==> config.mk <==
export PLATFORM = sky130hd
export DESIGN_NAME = spi_rx_sync
export DESIGN_NICKNAME = d
export VERILOG_FILES = /design/src/rtl/spi_rx_sync.sv
export SDC_FILE = /design/constraint.sdc
export NUM_CORES = 1
export LEC_CHECK = 0
export ABC_AREA = 1
export CAP_MARGIN = 20
export CORE_MARGIN = 4
export CORE_UTILIZATION = 50
export CTS_CLUSTER_DIAMETER = 60
export CTS_CLUSTER_SIZE = 10
export DETAILED_ROUTE_END_ITERATION = 6
export DONT_BUFFER_PORTS = 1
export PLACE_DENSITY_LB_ADDON = 0.15
export SLEW_MARGIN = 20
export SYNTH_ARGS = -nofsm -noshare
export SYNTH_HDL_FRONTEND = slang
export SYNTH_SLANG_ARGS = --single-unit
==> constraint.sdc <==
create_clock -name i_clk -period 2.2 [get_ports i_clk]
set_input_delay 0.11 -clock i_clk [delete_from_list [all_inputs] [get_ports i_clk]]
set_output_delay 0.11 -clock i_clk [all_outputs]
set_load 0.01 [all_outputs]
==> src/rtl/spi_rx_sync.sv <==
// -----------------------------------------------------------------------------
// spi_rx_sync
//   SPI receive front end running entirely in the system clock domain.
//   The raw SPI lines are synchronised, sclk rising edges are detected by
//   comparing against the previous synchronised value, and MSB-first words
//   are shifted in. Completed words are queued in a small FIFO and offered on
//   a valid/ready interface. sclk is never used as a clock.
//
//   Optional build macro: SPI_RX_STATS_EN adds o_frame_cnt, a wrapping
//   16-bit count of cleanly terminated frames that carried at least one word.
//
// Ports:
//   i_clk        system clock
//   i_rst        synchronous active-high reset
//   i_sclk       SPI serial clock (asynchronous to i_clk)
//   i_mosi       SPI serial data
//   i_cs         SPI chip select, active-low
//   o_rx_data    FIFO head word (meaningful while o_rx_valid=1)
//   o_rx_valid   FIFO non-empty
//   i_rx_ready   consumer accepts o_rx_data this cycle
//   o_overrun    one-cycle pulse: completed word dropped, FIFO full
//   o_frame_err  one-cycle pulse: frame aborted or start bit invalid
//   o_rx_busy    frame in progress
//   o_frame_cnt  clean frame count (only with SPI_RX_STATS_EN)
// -----------------------------------------------------------------------------
module spi_rx_sync #(
  parameter int DATA_W      = 8,
  parameter int FIFO_DEPTH  = 4,
  parameter int SYNC_STAGES = 2,
  parameter int START_BIT   = 1
) (
  input  logic              i_clk,
  input  logic              i_rst,
  input  logic              i_sclk,
  input  logic              i_mosi,
  input  logic              i_cs,
  output logic [DATA_W-1:0] o_rx_data,
  output logic              o_rx_valid,
  input  logic              i_rx_ready,
  output logic              o_overrun,
  output logic              o_frame_err,
  output logic              o_rx_busy
`ifdef SPI_RX_STATS_EN
  ,
  output logic [15:0]       o_frame_cnt
`endif
);

  localparam int PTR_W = $clog2(FIFO_DEPTH);
  localparam int CNT_W = $clog2(DATA_W);
  localparam logic [CNT_W-1:0] LAST_BIT = CNT_W'(DATA_W - 1);

  typedef enum logic [1:0] {
    ST_IDLE    = 2'd0,
    ST_START   = 2'd1,
    ST_SHIFT   = 2'd2,
    ST_WAIT_CS = 2'd3
  } state_t;

  // Synchroniser chains and edge-detect history
  logic [SYNC_STAGES-1:0] r_sclk_sync, r_mosi_sync, r_cs_sync;
  logic                   r_sclk_prev, r_cs_prev;
  logic                   w_s_sclk, w_s_mosi, w_s_cs;
  logic                   w_rise, w_cs_fall;

  // FSM and deserialiser
  state_t                 r_state, w_state_next;
  logic [CNT_W-1:0]       r_bit_cnt;
  logic [DATA_W-1:0]      r_shreg;
  logic                   w_shift_en, w_word_done, w_frame_err;
  logic                   r_wr_req;
  logic [DATA_W-1:0]      r_wr_data;
  logic                   r_frame_err, r_rx_busy;

  // FIFO
  logic [DATA_W-1:0]      r_mem [FIFO_DEPTH];
  logic [PTR_W-1:0]       r_wr_ptr, r_rd_ptr, w_rd_next;
  logic [PTR_W:0]         r_count, w_cnt_after_pop;
  logic                   w_pop, w_full, w_push, w_drop;
  logic                   r_rx_valid, r_overrun;
  logic [DATA_W-1:0]      r_rx_data;

  assign w_s_sclk  = r_sclk_sync[SYNC_STAGES-1];
  assign w_s_mosi  = r_mosi_sync[SYNC_STAGES-1];
  assign w_s_cs    = r_cs_sync[SYNC_STAGES-1];
  // A rising edge coinciding with cs high is discarded so the cs rise wins.
  assign w_rise    = w_s_sclk & ~r_sclk_prev & ~w_s_cs;
  assign w_cs_fall = r_cs_prev & ~w_s_cs;

  // Synchronise the SPI lines and keep one cycle of history for edge detection
  always_ff @(posedge i_clk) begin
    if (i_rst) begin
      r_sclk_sync <= {SYNC_STAGES{1'b0}};
      r_mosi_sync <= {SYNC_STAGES{1'b0}};
      r_cs_sync   <= {SYNC_STAGES{1'b1}};
      r_sclk_prev <= 1'b0;
      r_cs_prev   <= 1'b1;
    end else begin
      r_sclk_sync <= {r_sclk_sync[SYNC_STAGES-2:0], i_sclk};
      r_mosi_sync <= {r_mosi_sync[SYNC_STAGES-2:0], i_mosi};
      r_cs_sync   <= {r_cs_sync[SYNC_STAGES-2:0], i_cs};
      r_sclk_prev <= w_s_sclk;
      r_cs_prev   <= w_s_cs;
    end
  end

  // FSM state register
  always_ff @(posedge i_clk) begin
    if (i_rst) begin
      r_state <= ST_IDLE;
    end else begin
      r_state <= w_state_next;
    end
  end

  // FSM next-state logic
  always_comb begin
    w_state_next = r_state;
    case (r_state)
      ST_IDLE: begin
        if (w_cs_fall) begin
          w_state_next = (START_BIT != 0) ? ST_START : ST_SHIFT;
        end else begin
          w_state_next = ST_IDLE;
        end
      end
      ST_START: begin
        if (w_s_cs) begin
          w_state_next = ST_IDLE;
        end else if (w_rise) begin
          w_state_next = w_s_mosi ? ST_SHIFT : ST_WAIT_CS;
        end else begin
          w_state_next = ST_START;
        end
      end
      ST_SHIFT: begin
        if (w_s_cs) begin
          w_state_next = ST_IDLE;
        end else begin
          w_state_next = ST_SHIFT;
        end
      end
      ST_WAIT_CS: begin
        if (w_s_cs) begin
          w_state_next = ST_IDLE;
        end else begin
          w_state_next = ST_WAIT_CS;
        end
      end
      default: w_state_next = ST_IDLE;
    endcase
  end

  // FSM outputs: shift strobe, word completion and error detection
  always_comb begin
    w_shift_en  = 1'b0;
    w_word_done = 1'b0;
    w_frame_err = 1'b0;
    case (r_state)
      ST_START: begin
        w_frame_err = w_rise & ~w_s_mosi;
      end
      ST_SHIFT: begin
        w_shift_en  = w_rise;
        w_word_done = w_rise & (r_bit_cnt == LAST_BIT);
        w_frame_err = w_s_cs & (r_bit_cnt != {CNT_W{1'b0}});
      end
      default: begin
        w_shift_en  = 1'b0;
        w_word_done = 1'b0;
        w_frame_err = 1'b0;
      end
    endcase
  end

  // Deserialiser, FIFO write request and registered status outputs
  always_ff @(posedge i_clk) begin
    if (i_rst) begin
      r_shreg     <= {DATA_W{1'b0}};
      r_bit_cnt   <= {CNT_W{1'b0}};
      r_wr_req    <= 1'b0;
      r_wr_data   <= {DATA_W{1'b0}};
      r_frame_err <= 1'b0;
      r_rx_busy   <= 1'b0;
    end else begin
      r_frame_err <= w_frame_err;
      r_rx_busy   <= (w_state_next != ST_IDLE);
      r_wr_req    <= w_word_done;
      if (w_word_done) begin
        r_wr_data <= {r_shreg[DATA_W-2:0], w_s_mosi};
      end
      // Leaving or not yet in SHIFT discards any partial word.
      if (w_state_next != ST_SHIFT) begin
        r_shreg   <= {DATA_W{1'b0}};
        r_bit_cnt <= {CNT_W{1'b0}};
      end else if (w_shift_en) begin
        r_shreg   <= {r_shreg[DATA_W-2:0], w_s_mosi};
        r_bit_cnt <= w_word_done ? {CNT_W{1'b0}} : r_bit_cnt + CNT_W'(1);
      end
    end
  end

  assign w_pop           = r_rx_valid & i_rx_ready;
  assign w_full          = (r_count == (PTR_W+1)'(FIFO_DEPTH));
  assign w_push          = r_wr_req & (~w_full | w_pop);
  assign w_drop          = r_wr_req & w_full & ~w_pop;
  assign w_rd_next       = r_rd_ptr + PTR_W'(w_pop);
  // Valid and head data look only at the pop, so a new write becomes visible
  // one cycle after it lands and a popped entry is never presented twice.
  assign w_cnt_after_pop = r_count - (PTR_W+1)'(w_pop);

  // Receive FIFO storage, pointers and registered head/valid/overrun
  always_ff @(posedge i_clk) begin
    if (i_rst) begin
      for (int i = 0; i < FIFO_DEPTH; i++) begin
        r_mem[i] <= {DATA_W{1'b0}};
      end
      r_wr_ptr   <= {PTR_W{1'b0}};
      r_rd_ptr   <= {PTR_W{1'b0}};
      r_count    <= {(PTR_W+1){1'b0}};
      r_rx_valid <= 1'b0;
      r_rx_data  <= {DATA_W{1'b0}};
      r_overrun  <= 1'b0;
    end else begin
      if (w_push) begin
        r_mem[r_wr_ptr] <= r_wr_data;
        r_wr_ptr        <= r_wr_ptr + PTR_W'(1);
      end
      r_rd_ptr   <= w_rd_next;
      r_count    <= r_count + (PTR_W+1)'(w_push) - (PTR_W+1)'(w_pop);
      r_rx_valid <= (w_cnt_after_pop != {(PTR_W+1){1'b0}});
      r_rx_data  <= r_mem[w_rd_next];
      r_overrun  <= w_drop;
    end
  end

  assign o_rx_data   = r_rx_data;
  assign o_rx_valid  = r_rx_valid;
  assign o_overrun   = r_overrun;
  assign o_frame_err = r_frame_err;
  assign o_rx_busy   = r_rx_busy;

`ifdef SPI_RX_STATS_EN
  logic        r_word_seen;
  logic        w_clean_end;
  logic [15:0] r_frame_cnt;

  assign w_clean_end = (r_state == ST_SHIFT) & w_s_cs &
                       (r_bit_cnt == {CNT_W{1'b0}}) & r_word_seen;

  // Track whether the current frame delivered a word and count clean frame ends
  always_ff @(posedge i_clk) begin
    if (i_rst) begin
      r_word_seen <= 1'b0;
      r_frame_cnt <= 16'd0;
    end else begin
      if (w_state_next == ST_IDLE) begin
        r_word_seen <= 1'b0;
      end else if (w_word_done) begin
        r_word_seen <= 1'b1;
      end
      if (w_clean_end) begin
        r_frame_cnt <= r_frame_cnt + 16'd1;
      end
    end
  end

  assign o_frame_cnt = r_frame_cnt;
`endif

endmodule

==> results_dict.tcl <==
set metrics [dict create \
    tns_ps 0 \
    path_cells "nand2_1, nand3_2, nand2_1, ha_1, inv_1, ha_1, fa_1, inv_1, and2_1, nor2_1" \
    drv_cap 0 \
    hpwl_um 4090 \
    syn_to_final_growth_pct 9.88 \
    drt_iter0_markers 108 \
    synth_ff_type "dfxtp_1" \
    rsz0062_at_grt "false" \
    drc 0 \
    vdd_drop_max_uv 318 \
    place_congestion 0.799 \
    ys_warn_count 0 \
    path_class "register to register" \
    die_h_um 90.7 \
    coreArea_sq_um 6490 \
    cts_root_buf "clkbuf_8" \
    ctsLongestPathBuffers 2 \
    die_x_um 90.7 \
    finalNetCount 422 \
    antenna_found_initial 0 \
    synth_cell_types 29 \
    finalSetupViolCount 0 \
    critPathTopFamily "adder cells" \
    yosysSeqAreaShare_pct 56.2 \
    hold_viol 0 \
    cellLeakagePower_nw 1.72 \
    grtUsageTotal_pct 15.7 \
    rows 29 \
    slowest_delay_ps 390 \
    hp-class "input port to register" \
    numClockSinks 80 \
    wl_per_cell_um 12.3 \
    cts_buffers 9 \
    p_per_area_nw_per_um2 893 \
    worst_path_max_delay_cell "dfxtp_1" \
    worstSetupStartpointType "register" \
    start_util_pct 52.6 \
    via_per_inst 4.82 \
    htree_levels 3 \
    syn-num-nets 411 \
    drv_slew 0 \
    netlist_area_sq_um 3420 \
    worst_pin_slew_ps 470 \
    wl_um 5990 \
    max_freq_mhz 546 \
    clock_insertion_delay_worst_skew_ps 340 \
    relSlewSlack_pct 68.5 \
    syn_inst 393 \
    antenna_cells 0 \
    syn_area_per_cell_sq_um 8.70 \
    fin_crit_sh_pct 83.2 \
    crit_fanout 3 \
    port_buffers 0 \
    drive_gt1_share_pct 9.05 \
    cts_tree "yes" \
    min_period_ps 1830 \
    ys_ff_latch 80 \
    arrival_ps 2070 \
    num_vias 2343 \
    grt_remaining_overflow 0 \
    clock_skew_ps 9.77 \
    synth-async-reset-ratio_pct 0 \
    grt_max_degree 26 \
    end_kind "register" \
    path_clk_slew_ps 80 \
    ff2ff_setup_slack_ps 370 \
    grt_pass1_wl_um 10400 \
    cts_setup_buffers 0 \
    path_buf_inv 2 \
    power_mw 3.35 \
    dieArea_sq_um 8220 \
    ant_nets 0 \
    status "complete, no violations" \
    synth_edf_count 32 \
    io_pins 18 \
    fillers 593 \
    crit_required_ps 2440 \
    grt_pass1_vias 2231 \
    firstDrtPassIters 4 \
]
## routing by layer
| layer | share of wire, % | track usage, % | vias to the layer above |
|---|---|---|---|
| met5 | 0 | 0 | - |
| li1 | - | - | 1236 |
| met4 | 1.8 | 7.91 | 0 |
| met2 | 49 | 26.0 | 37 |
| met3 | 2.6 | 3.00 | 12 |
| met1 | 46 | 19.5 | 1058 |
## logic make-up (layout without fill, tap and decap cells)
kind of cell / after synthesis / count (layout) / share of synthesized area [%]
xor gates and xnor gates: 2 / 2 / 0.732
AOI/OAI and AO/OA: 20 / 20 / 3.00
buffers and inverters: 62 / 78 / 7.83
DFF: 80 / 80 / 56.2
adders and majority gates: 12 / 12 / 4.61
and+or+nand+nor: 217 / 217 / 27.6
## per-stage QoR
step	setup slack, ps	hold WS, ps	area [sq um]	cells	utilization (%)
after floorplan	418	214	3420	393	-
after global placement	400	184	3490	466	53.7
after detailed placement	376	186	3490	466	53.7
after CTS	357	17.7	3760	486	57.8
after global routing	289	23.2	3760	486	57.8
final	369	29.8	3760	486	57.8
## power breakdown
group | total (mW) | internal (mW) | switching [mW]
Combinational | 0.464 | 0.159 | 0.305
Clock | 1.18 | 0.641 | 0.540
Sequential | 1.71 | 1.64 | 0.0698
## worst paths after layout
| kind | start | end | cells past startpoint |
|---|---|---|---|
| worst max-delay path | o_rx_valid | r_count[2] | 10 |
| worst min-delay path | i_rst | r_wr_data[7] | 2 |
| worst max register to register | o_rx_valid | r_count[2] | 10 |
| worst min register to register | r_sclk_sync[0] | r_sclk_sync[1] | 2 |
## area by class of cell
type	instances	area [sq um]	area share, %
clock inverters	7	95.1	2.53
flip-flops and latches	80	1920	51.2
inverters	52	195	5.20
multi-input cells	251	1230	32.7
clock buffers	9	124	3.30
repair buffers	10	95.1	2.53
well taps	77	96.3	2.56
## repair_timing
item                                    CTS  global route
hold buffers                              4             0
endpoints found under the setup margin    0             0
resized for setup                         0             0
endpoints found under the hold margin    32             0
## Yosys cell counts, types with 2 or more instances
cell type / number / area (sq um)
nor2_8: 2 / 40.0
inv_2: 2 / 7.51
nand2_4: 2 / 22.5
inv_1: 50 / 188
or2_2: 2 / 12.5
a21oi_1: 12 / 60.1
nand2_2: 2 / 12.5
buf_4: 2 / 15.0
ha_1: 11 / 138
nor2_1: 52 / 195
nand3_1: 23 / 115
nand2_1: 127 / 477
o21ai_0: 7 / 35.0
buf_6: 3 / 33.8
buf_2: 4 / 20.0
dfxtp_1: 48 / 961
edfxtp_1: 32 / 961
## layout by cell type, fill, tap and decap left out, drive strengths merged
cell type / instances
a21oi: 12
clkinv: 4
nor3: 1
nand3: 25
inv: 53
xor2: 1
ha: 11
dlygate4sd3: 3
xnor2: 1
o21ai: 7
nand2: 131
clkbuf: 9
edfxtp: 32
bufinv: 2
nand4: 2
or2: 2
and2: 1
o211ai: 1
dfxtp: 48
buf: 7
fa: 1
nor2: 55
## sequential cells by signal (all words and copies together), names as in the netlist
register / count
r_wr_req: 1
r_state: 2
r_rd_ptr: 2
r_count: 3
r_mem: 32
r_sclk_prev: 1
r_mosi_sync: 2
o_rx_valid: 1
r_sclk_sync: 2
r_bit_cnt: 3
r_cs_prev: 1
r_cs_sync: 2
r_wr_ptr: 2
o_frame_err: 1
o_rx_data: 8
r_shreg: 7
r_wr_data: 8
o_overrun: 1
o_rx_busy: 1
No activity file was read; power rests on OpenSTA's default activity.
